--- config.mk ---
export PLATFORM = sky130hd
export DESIGN_NAME = decode_redirect_unit
export DESIGN_NICKNAME = d
export VERILOG_FILES = /design/src/rtl/decode_redirect_unit.sv
export SDC_FILE = /design/constraint.sdc
export NUM_CORES = 1
export LEC_CHECK = 0
export BUFFER_PORTS_ARGS = -buffer_cell sky130_fd_sc_hd__buf_2
export CORE_MARGIN = 2
export CORE_UTILIZATION = 46
export CTS_CLUSTER_SIZE = 28
export DETAILED_ROUTE_END_ITERATION = 12
export PLACE_DENSITY = 0.81
export SYNTH_ARGS = -nofsm -noshare
export SYNTH_HDL_FRONTEND = slang
export SYNTH_SLANG_ARGS = --single-unit
--- constraint.sdc ---
create_clock -name clk -period 3.84 [get_ports clk]
set_input_delay 1.152 -clock clk [delete_from_list [all_inputs] [get_ports clk]]
set_output_delay 1.152 -clock clk [all_outputs]
set_load 0.05 [all_outputs]
--- src/rtl/decode_redirect_unit.sv ---
// decode_redirect_unit: IF/ID register with decode-stage beq/bne/j/jal resolution, wrong-path squash and taken-redirect counter
module decode_redirect_unit #(
  parameter int          CNT_W     = 16,
  parameter logic [31:0] NOP_INSTR = 32'h0000_0000
) (
  input  logic             clk,
  input  logic             rst_n,
  input  logic [31:0]      InstrF,
  input  logic [31:0]      PCPlus4F,
  input  logic             StallD,
  input  logic [31:0]      RD1D,
  input  logic [31:0]      RD2D,
  output logic [31:0]      InstrD,
  output logic [31:0]      PCPlus4D,
  output logic             ValidD,
  output logic [1:0]       PCSrcD,
  output logic [31:0]      PCBranchD,
  output logic [31:0]      PCJumpD,
  output logic [CNT_W-1:0] TakenCount
);
  logic [31:0]      instr_q, instr_d, pc4_q, pc4_d;
  logic             valid_q, valid_d;
  logic [CNT_W-1:0] cnt_q, cnt_d;
  logic [5:0]       op;
  logic [15:0]      imm;
  logic             en, eq, br_taken, jump;
  assign op  = instr_q[31:26];
  assign imm = instr_q[15:0];
  assign en  = valid_q & ~StallD;
  assign eq  = RD1D == RD2D;
  // Bubbles carry valid_q=0, so a bubble can never redirect whatever NOP_INSTR decodes to
  assign br_taken = en & (((op == 6'b000100) & eq) | ((op == 6'b000101) & ~eq));
  assign jump     = en & ((op == 6'b000010) | (op == 6'b000011));
  assign PCSrcD    = jump ? 2'b10 : br_taken ? 2'b01 : 2'b00;
  assign PCBranchD = pc4_q + {{14{imm[15]}}, imm, 2'b00};
  assign PCJumpD   = {pc4_q[31:28], instr_q[25:0], 2'b00};
  assign InstrD     = instr_q;
  assign PCPlus4D   = pc4_q;
  assign ValidD     = valid_q;
  assign TakenCount = cnt_q;
  always_comb begin
    instr_d = StallD ? instr_q : (PCSrcD != 2'b00) ? NOP_INSTR : InstrF;
    pc4_d   = StallD ? pc4_q : PCPlus4F;
    valid_d = StallD ? valid_q : (PCSrcD == 2'b00);
    cnt_d   = ((PCSrcD != 2'b00) && (cnt_q != {CNT_W{1'b1}})) ? cnt_q + 1'b1 : cnt_q;
  end
  always_ff @(posedge clk or negedge rst_n) begin
    if (!rst_n) begin
      instr_q <= NOP_INSTR;
      pc4_q   <= '0;
      valid_q <= 1'b0;
      cnt_q   <= '0;
    end else begin
      instr_q <= instr_d;
      pc4_q   <= pc4_d;
      valid_q <= valid_d;
      cnt_q   <= cnt_d;
    end
  end
endmodule

# Yosys cells after proc, flatten, opt, wreduce, memory -nomap -nowiden
# Index checks and enable logic that the tools add are counted.
dict set report word_totals {
  ff_bits 81
  out_inout_bits 147
}
dict set report op_classes {
  add_sub_neg 2
  eq_ne 6
  n_mux 3
  n_bitwise 9
  n_reduce_logical 3
}
# cell count
set ops {}
lappend ops {{32-bit adder} 1}
lappend ops {{32-bit == test} 1}
lappend ops {{32-bit 2-to-1 mux} 1}
lappend ops {{16-bit by 1-bit adder with 16-bit output, second input constant} 1}
lappend ops {{16-bit != test, second input constant} 1}
lappend ops {{6-bit by 2-bit == test with 1-bit output, second input constant} 2}
lappend ops {{6-bit by 3-bit == test with 1-bit output, second input constant} 2}
lappend ops {{1-bit AND} 5}
lappend ops {{2-bit logical NOT} 1}
lappend ops {{2-bit 2-to-1 mux} 1}
lappend ops {{1-bit inverter} 2}
lappend ops {{1-bit OR} 2}
lappend ops {{2-bit nonzero test} 1}
lappend ops {{1-bit logical AND} 1}
lappend ops {{1-bit 2-to-1 mux} 1}

# Longest topological paths before layout
# Gate-level depths: netlist (run 1).
dict set report depth {
  word_depth 9
  depth_mapped 11
  mapped_depth_nobuf 11
}

# Worst setup path before layout (run 1)
# No wires, ideal clock.
dict set report synth_timing {
  kind {reg-to-output}
  start {reg instr_q[15], in the netlist InstrD[15]}
  end {out PCBranchD[31]}
  arrival_time_ps 3235
  slack_ps -547
  stages_incl_launch_ff 9
  path_cell_list {dfrtp_1 -> ha_1 -> clkbuf_1 -> a21oi_1 -> o21ai_0 -> or3_1 -> a31oi_1 -> o21ai_1 -> xnor2_1}
}
dict set report synth_via {
  elab_chain_len 1
}
# item line
set synth_rtl {}
lappend synth_rtl {{start, declared} 21} ;# logic [31:0] instr_q, instr_d, pc4_q, pc4_d;
lappend synth_rtl {{start signal, assigned} 54} ;# instr_q <= instr_d;
lappend synth_rtl {{32-bit adder} 35} ;# assign PCBranchD = pc4_q + {{14{imm[15]}}, imm, 2'b00};
lappend synth_rtl {{end, declared} 17} ;# output logic [31:0] PCBranchD,
# No other way between the ends.

# Worst setup path in the final report (run 1)
dict set report layout_timing {
  start {reg instr_q[0], in the netlist InstrD[0]}
  end {out PCBranchD[30]}
}
# Same word-level chain as after synthesis.

==> metrics.md, run 1 <==
| Metric | Value |
|---|---|
| Status | finished with violations |
| Synth Flop Type | dfrtp_1 |
| Final Hold Viols | 0 |
| Slowest CP cell | dfrtp_2 |
| CTS tree | yes |
| # hold bufs at CTS | 0 |
| Cell area after synthesis | 5410 sq um |
| Crit-path cells | ha_4 > inv_2 > fa_2 > nor2b_2 > o21ai_2 > nand2_2 > a211oi_4 > o31ai_2 > a21oi_2 > o211ai_1 > buf_4 > xor2_4 > buf_6 |
| Static leakage | 0.00389 uW |
| Type of the worst min-delay path | flip-flop to flip-flop |
| Yosys warnings | 0 |
| Critical path type | flip-flop to primary output |
| Synth Area in Simple Gates | 16.1% |
| DP Wirelength | 12800 um |
| Detailed-route wire length per cell | 17.4 um |
| Placed cell areas | 6940 sq um |
| Reg clk slew, reported paths | 0.06 ns |
| Period minus WS final | 3.93 ns |
| Final slew viol count | 0 |
| # port buffers | 275 |
| Vias in the first global route | 5297 |
| Post-synth EDFFs | 0 |
| Hold Slack | 0.496 ns |
| Core Rows | 39 |
| Register Area | 2040 sq um |
| Netlist cell types | 44 |
| Failing checks | negative setup slack |
| Antenna Nets Post-Route | 0 |
| Nets | 1016 |
| DP Cell Count | 968 |
| CP peak stage delay | 0.43 ns |
| Main combinational cell family by area after synthesis | simple AND/OR/NAND/NOR gates |
| All-Layer GR Usage | 27.2% |
| Sequential area share after synthesis | 37.5% |
| Antenna violations before repair | 2 |
| Clk sink count | 81 |
| Post-Synth Adder-Cell Area | 7.31% |
| Req. time, crit path | 2.69 ns |
| IO Count | 278 |
| Mapped Cells | 583 |
| Slew Limit Headroom | 29.9% |
| Fillcell total | 884 |
| Worst path bufs/invs | 3 |
| Core Region | 11500 sq um |
| First-pass GRT wire length | 27300 um |
| Tcrit/Tclk final | 102% |
| Htree depth | 3 |
| Routability cong. | 0.920 |
| Layout cells sized above 1 | 49.5% |
| Yosys top cell by area | dfrtp_1 |
| Width of the die | 112 um |
| Clock Latency Late Sink | 0.35 ns |
| Synthesized area per cell | 9.27 sq um |
| Drt first pass iters | 5 |
| DR DRC count | 0 |
| Clk_skew | 0.00759 ns |
| Clock buffer depth | 2 |
| Final worst slack | -0.0894 ns |
| Cts bufs inserted | 9 |
| CP max FO | 3 |
| XOR/XNOR Fraction of Synth Area | 11.3% |
| Synth Area in Compound Gates | 13.0% |
| DR iter-0 viols | 479 |
| Cell area after layout | 7780 sq um |
| Avg Vias per Cell | 5.33 |
| Worst Max-Slew Pin Slew | 1.05 ns |
| Area of the multi-input gates | 3460 sq um |
| Cell Count, Final, Fillers Out | 1002 |
| Nature of the critical path endpoint | primary output |
| Initial core utilization | 47.1% |
| Commonest cells after routing, fill and taps aside | buf_2, nand2_1, dfrtp_1, xor2_1, buf_4 |
| Commonest non-fill, non-tap cell in the layout | buf_2 |
| Syn-to-layout area delta | 44.0% |
| CP startpoint kind | flip-flop |
| Power per cell area | 545 nW/um^2 |
| Via count of the routed design | 5337 |
| Die Span Y | 112 um |
| Max-cap viol count | 0 |
| Peak VDD IR | 537 uV |
| Area contributors post-synth | dfrtp_1, xor2_1, ha_1 |
| Largest net degree at the start of global routing | 82 |
| GRT overflow | 0 |
| Multiplexer share of the synthesized area | 7.50% |
| Fraction of registers with async set/reset | 100% |
| Yosys top cell area share | 37.5% |
| RSZ-0062 raised after global routing | true |
| Final WL | 17400 um |
| CP arrival | 2.78 ns |
| F_max | 0.254 GHz |
| Setup violations, final | 6 |
| CP top delay family | compound AO/OA/AOI/OAI gates |
| Die area | 12600 sq um |
| #FFs+latches synth | 81 |
| Root Buffer | clkbuf_16 |
## worst reg2reg max path, stage by stage (launching register included)
cell,delay (ns)
dfrtp_1,0.47
ha_1,0.25
nand3_1,0.11
nor2_1,0.17
nand2_1,0.15
nor4_2,0.75
nor2_1,0.17
mux2_1,0.35
## final timing paths
| check | startpoint | endpoint | slack [ns] | cells after the start |
|---|---|---|---|---|
| min in group asynchronous | rst_n | PCPlus4D[2]$_DFFE_PN0N_ | 1.00 | 1 |
| worst max register to register | TakenCount[1]$_DFFE_PN0P_ | TakenCount[1]$_DFFE_PN0P_ | 1.30 | 7 |
| worst min register to register | TakenCount[5]$_DFFE_PN0P_ | TakenCount[5]$_DFFE_PN0P_ | 0.50 | 1 |
| max in group asynchronous | rst_n | InstrD[15]$_DFFE_PN0N_ | 2.09 | 1 |
| worst min-delay path | TakenCount[5]$_DFFE_PN0P_ | TakenCount[5]$_DFFE_PN0P_ | 0.50 | 1 |
| worst max-delay path | InstrD[0]$_DFFE_PN0N_ | PCBranchD[30] | -0.09 | 13 |
## synth_stat cells, types with 10 or more instances
master	n
a21oi_1	32
dfrtp_1	81
nand2_1	85
nand3_1	12
mux2_2	21
ha_1	30
nor2_1	22
xnor2_1	19
o21ai_1	44
mux2_1	15
nand4_1	10
clkbuf_1	17
xor2_1	51
buf_4	35
## final cells by class
type,instances,share of cell area [%]
clock inverter,3,0.836
tap,143,2.30
multi-input combinational,437,44.4
clock buffer,12,3.17
inverter,10,0.482
antenna,1,0.0321
sequential,81,26.1
timing repair buffer,315,22.6
## sequential cells by signal (all words and copies together), names as in the netlist
register / count
PCPlus4D: 32
InstrD: 32
ValidD: 1
TakenCount: 16
## per-stage QoR
step | total power, uW | worst slack [ns] | util (%) | setup TNS, ns
6_report | 4240 | -0.0894 | 67.9 | -0.225
3_3_place_gp | 3040 | 0.0203 | 60.5 | 0
4_1_cts | 4160 | -0.0803 | 66.6 | -0.177
5_1_grt | 4430 | -0.203 | 67.9 | -1.28
2_1_floorplan | 2560 | -0.0448 | - | -0.0528
3_5_place_dp | 3060 | -0.0284 | 60.5 | -0.0438
## power by group
part	internal, uW	switching [uW]	total, uW
Clock	583	343	926
Sequential	937	103	1040
Combinational	737	1540	2280
## metal layers
metal  GRT usage (%)  routed length (um)  share of wire (%)  up-vias
met5               0                  13              0.075        -
met4            8.29                 258                1.5        2
met3            7.67                1150                6.6       28
met2            44.7                8700                 50      209
met1            35.2                7280                 42     2559
li1                -                   -                  -     2539
## logic make-up (layout without fill, tap and decap cells)
family | count (synthesis) | count (layout)
AND/OR/NAND/NOR | 177 | 177
flip-flops | 81 | 81
multiplexers | 36 | 36
AO/OA/AOI/OAI | 121 | 121
XOR/XNOR | 70 | 70
adder cells (fa/ha/maj) | 31 | 31
other | 1 | 3
buffers and inverters | 66 | 340
## timing repair
item                                    CTS  global route
cloned                                    0             0
setup buffers                            17             2
gates resized for setup                  52            32
endpoints found under the setup margin   15            16
pin swaps                                23            12
No activity file was read; power rests on OpenSTA's default activity.
==> run 2: changes to the inputs <==
CAP_MARGIN = 20   (was default)
CORE_UTILIZATION = 30   (was 46)
PLACE_DENSITY = 0.57   (was 0.81)
==> run 2 against run 1 <==
Effect of this change: the flow still finishes with violations (negative setup slack); core utilization fell by 23 points; sequential share of layout area fell by 0.75 points; non-clock buffer count rose by 12; worst hold slack got worse by 0.0030 ns; wire length fell by 4.6%; sequential cell count did not move; critical path type unchanged; critical endpoint is now PCBranchD[29]; largest power group unchanged; highest routed layer is now met4.
==> metrics.md, run 2 (same netlist as run 1, synthesis figures left out) <==
| Metric | Value |
|---|---|
| Worst r2r path cells | 7 (unchanged) |
| Status | finished with violations |
| Final slew viol count | 0 (unchanged) |
| F_max | 0.256 GHz (+0.47%) |
| R2R setup slack | 1.35 ns (+0.05 ns) |
| Syn-to-layout area delta | 48.3% |
| Nature of the critical path endpoint | primary output |
| IO Count | 278 (unchanged) |
| Hold Crit Start | TakenCount[5]$_DFFE_PN0P_ |
| Final worst slack | -0.0712 ns (+0.0182 ns) |
| Pwr Total | 4170 uW (-1.8%) |
| Largest net degree at the start of global routing | 82 (unchanged) |
| First-pass GRT wire length | 27100 um (-0.78%) |
| Htree depth | 3 (unchanged) |
| Fillcell total | 1770 (+100%) |
| Die Span Y | 138 um (+23%) |
| Clock Latency Late Sink | 0.36 ns (about the same) |
| Die area | 19100 sq um (+51%) |
| Period minus WS final | 3.91 ns (-0.0182 ns) |
| Hold endpoint | TakenCount[5]$_DFFE_PN0P_ |
| Post-route setup TNS | -0.246 ns (-0.0207 ns) |
| Fin util | 44.9% (-23 points) |
| CP max FO | 4 (+1) |
| Slew Limit Headroom | 46.6% (+17 points) |
| All-Layer GR Usage | 17.6% (-9.6 points) |
| Clock buffer depth | 2 (unchanged) |
| Antenna violations before repair | 3 (+1) |
| Avg Vias per Cell | 4.66 (-12%) |
| Core Rows | 49 (+26%) |
| Clk_skew | 0.00776 ns (+0.000179 ns) |
| Tcrit/Tclk final | 102% (-0.48 points) |
| Detailed-route wire length per cell | 15.1 um (-13%) |
| Nets | 1028 (+1.2%) |
| Antenna Nets Post-Route | 0 (unchanged) |
| Core Region | 17800 sq um (+56%) |
| CP arrival | 2.76 ns (-0.02 ns) |
| Critical path type | flip-flop to primary output |
| Routability cong. | 0.820 (-11%) |
| Worst path bufs/invs | 2 (-1) |
| Worst Max-Slew Pin Slew | 0.795 ns (-0.257 ns) |
| Reg clk slew, reported paths | 0.07 ns (about the same) |
| Crit-path cells | ha_4 > nand4_1 > nor2_2 > a21oi_2 > buf_4 > o2bb2ai_4 > o41ai_4 > a32oi_2 > o21ai_2 > xor2_4 > buf_6 |
| CP top delay family | compound AO/OA/AOI/OAI gates |
| Type of the worst min-delay path | flip-flop to flip-flop |
| Final Hold Viols | 0 (unchanged) |
| Layout cells sized above 1 | 50.7% (+1.2 points) |
| GRT overflow | 0 (unchanged) |
| Register Area | 2040 sq um (unchanged) |
| # hold bufs at CTS | 0 (unchanged) |
| Max-cap viol count | 0 (unchanged) |
| Cts bufs inserted | 9 (unchanged) |
| CP peak stage delay | 0.42 ns (about the same) |
| Vias in the first global route | 5215 (-1.5%) |
| Power per cell area | 520 nW/um^2 (-4.6%) |
| Clk sink count | 81 (unchanged) |
| DP Wirelength | 12900 um (+0.34%) |
| RR Endpoint | TakenCount[1]$_DFFE_PN0P_ |
| CP startpoint kind | flip-flop |
| Via count of the routed design | 5142 (-3.7%) |
| Slowest CP cell | dfrtp_1 |
| # port buffers | 275 (unchanged) |
| RSZ-0062 raised after global routing | true |
| Commonest cells after routing, fill and taps aside | buf_2, nand2_1, dfrtp_1, buf_4, xor2_1 |
| Peak VDD IR | 425 uV (-21%) |
| Static leakage | 0.00394 uW (+1.3%) |
| RR Startpoint | TakenCount[0]$_DFFE_PN0P_ |
| Drt first pass iters | 4 (-1) |
| Area of the multi-input gates | 3480 sq um (+0.62%) |
| Failing checks | negative setup slack |
| Width of the die | 138 um (+23%) |
| DR iter-0 viols | 160 (-67%) |
| Setup violations, final | 6 (unchanged) |
| DR DRC count | 0 (unchanged) |
| Root Buffer | clkbuf_16 |
| Worst Hold Depth | 1 (unchanged) |
| Req. time, crit path | 2.69 ns (about the same) |
| CTS tree | yes |
| Final WL | 16600 um (-4.6%) |
| Initial core utilization | 30.3% (-17 points) |
| Commonest non-fill, non-tap cell in the layout | buf_2 |
## run 2: changes by cell type in the layout (fill, tap and decap cells not counted), sizes merged, moves of 2 or more
cell	change
bufinv	-2
diode	+2
clkinv	+2
buf	+13
clkbuf	-2
## run 2: where the power goes
group	switching (uW)	leakage, uW	internal [uW]
clock	378	0.000142	477
sequential	96.7	0.000981	936
combinational	1520	0.00282	761
## run 2: routing by layer
metal / track usage [%] / wire [um] / vias to the layer above / share of wire [%]
met5: 0 / 0 / - / 0
met4: 4.08 / 210 / 0 / 1.3
met3: 6.30 / 1170 / 14 / 7.0
met2: 30.3 / 8210 / 149 / 49
met1: 21.2 / 7010 / 2414 / 42
li1: - / - / 2565 / -
## run 2: repair_timing
item                       in CTS  in global routing
gates resized for setup        58                 33
buffers inserted               16                  9
setup endpoints to repair      17                 17
pin swaps                      27                 23
## run 2: per-stage QoR
| stage | setup slack [ns] | instances | hold WS, ns | instance area [sq um] |
|---|---|---|---|---|
| floorplan | -0.0448 | 584 | 0.688 | 5560 |
| global placement | -0.0231 | 1061 | 0.487 | 7100 |
| detailed placement | -0.110 | 1061 | 0.479 | 7100 |
| CTS | -0.126 | 1091 | 0.497 | 7800 |
| global route | -0.221 | 1101 | 0.519 | 8010 |
| finish | -0.0712 | 1103 | 0.493 | 8020 |
## run 2: worst max path at each step
| stage | from | endpoint | slack, ns | depth (start not counted) |
|---|---|---|---|---|
| 6_report | PCPlus4D[8]$_DFFE_PN0N_ | PCBranchD[29] | -0.07 | 11 |
| 5_1_grt | PCPlus4D[8]$_DFFE_PN0N_ | PCBranchD[29] | -0.22 | 11 |
| 4_1_cts | InstrD[9]$_DFFE_PN0N_ | PCBranchD[29] | -0.13 | 11 |
| 3_5_place_dp | InstrD[9]$_DFFE_PN0N_ | PCBranchD[29] | -0.11 | 10 |
| 3_3_place_gp | InstrD[9]$_DFFE_PN0N_ | PCBranchD[29] | -0.02 | 10 |
| 2_1_floorplan | InstrD[4]$_DFFE_PN0N_ | PCBranchD[31] | -0.04 | 9 |
## run 2: final cells by class
cell class | count | area share [%]
multi-input combinational | 437 | 43.4
sequential | 81 | 25.4
timing repair buffer | 327 | 23.4
tap | 229 | 3.57
clock buffer | 11 | 3.15
clock inverter | 5 | 0.484
inverter | 10 | 0.468
antenna | 3 | 0.0937
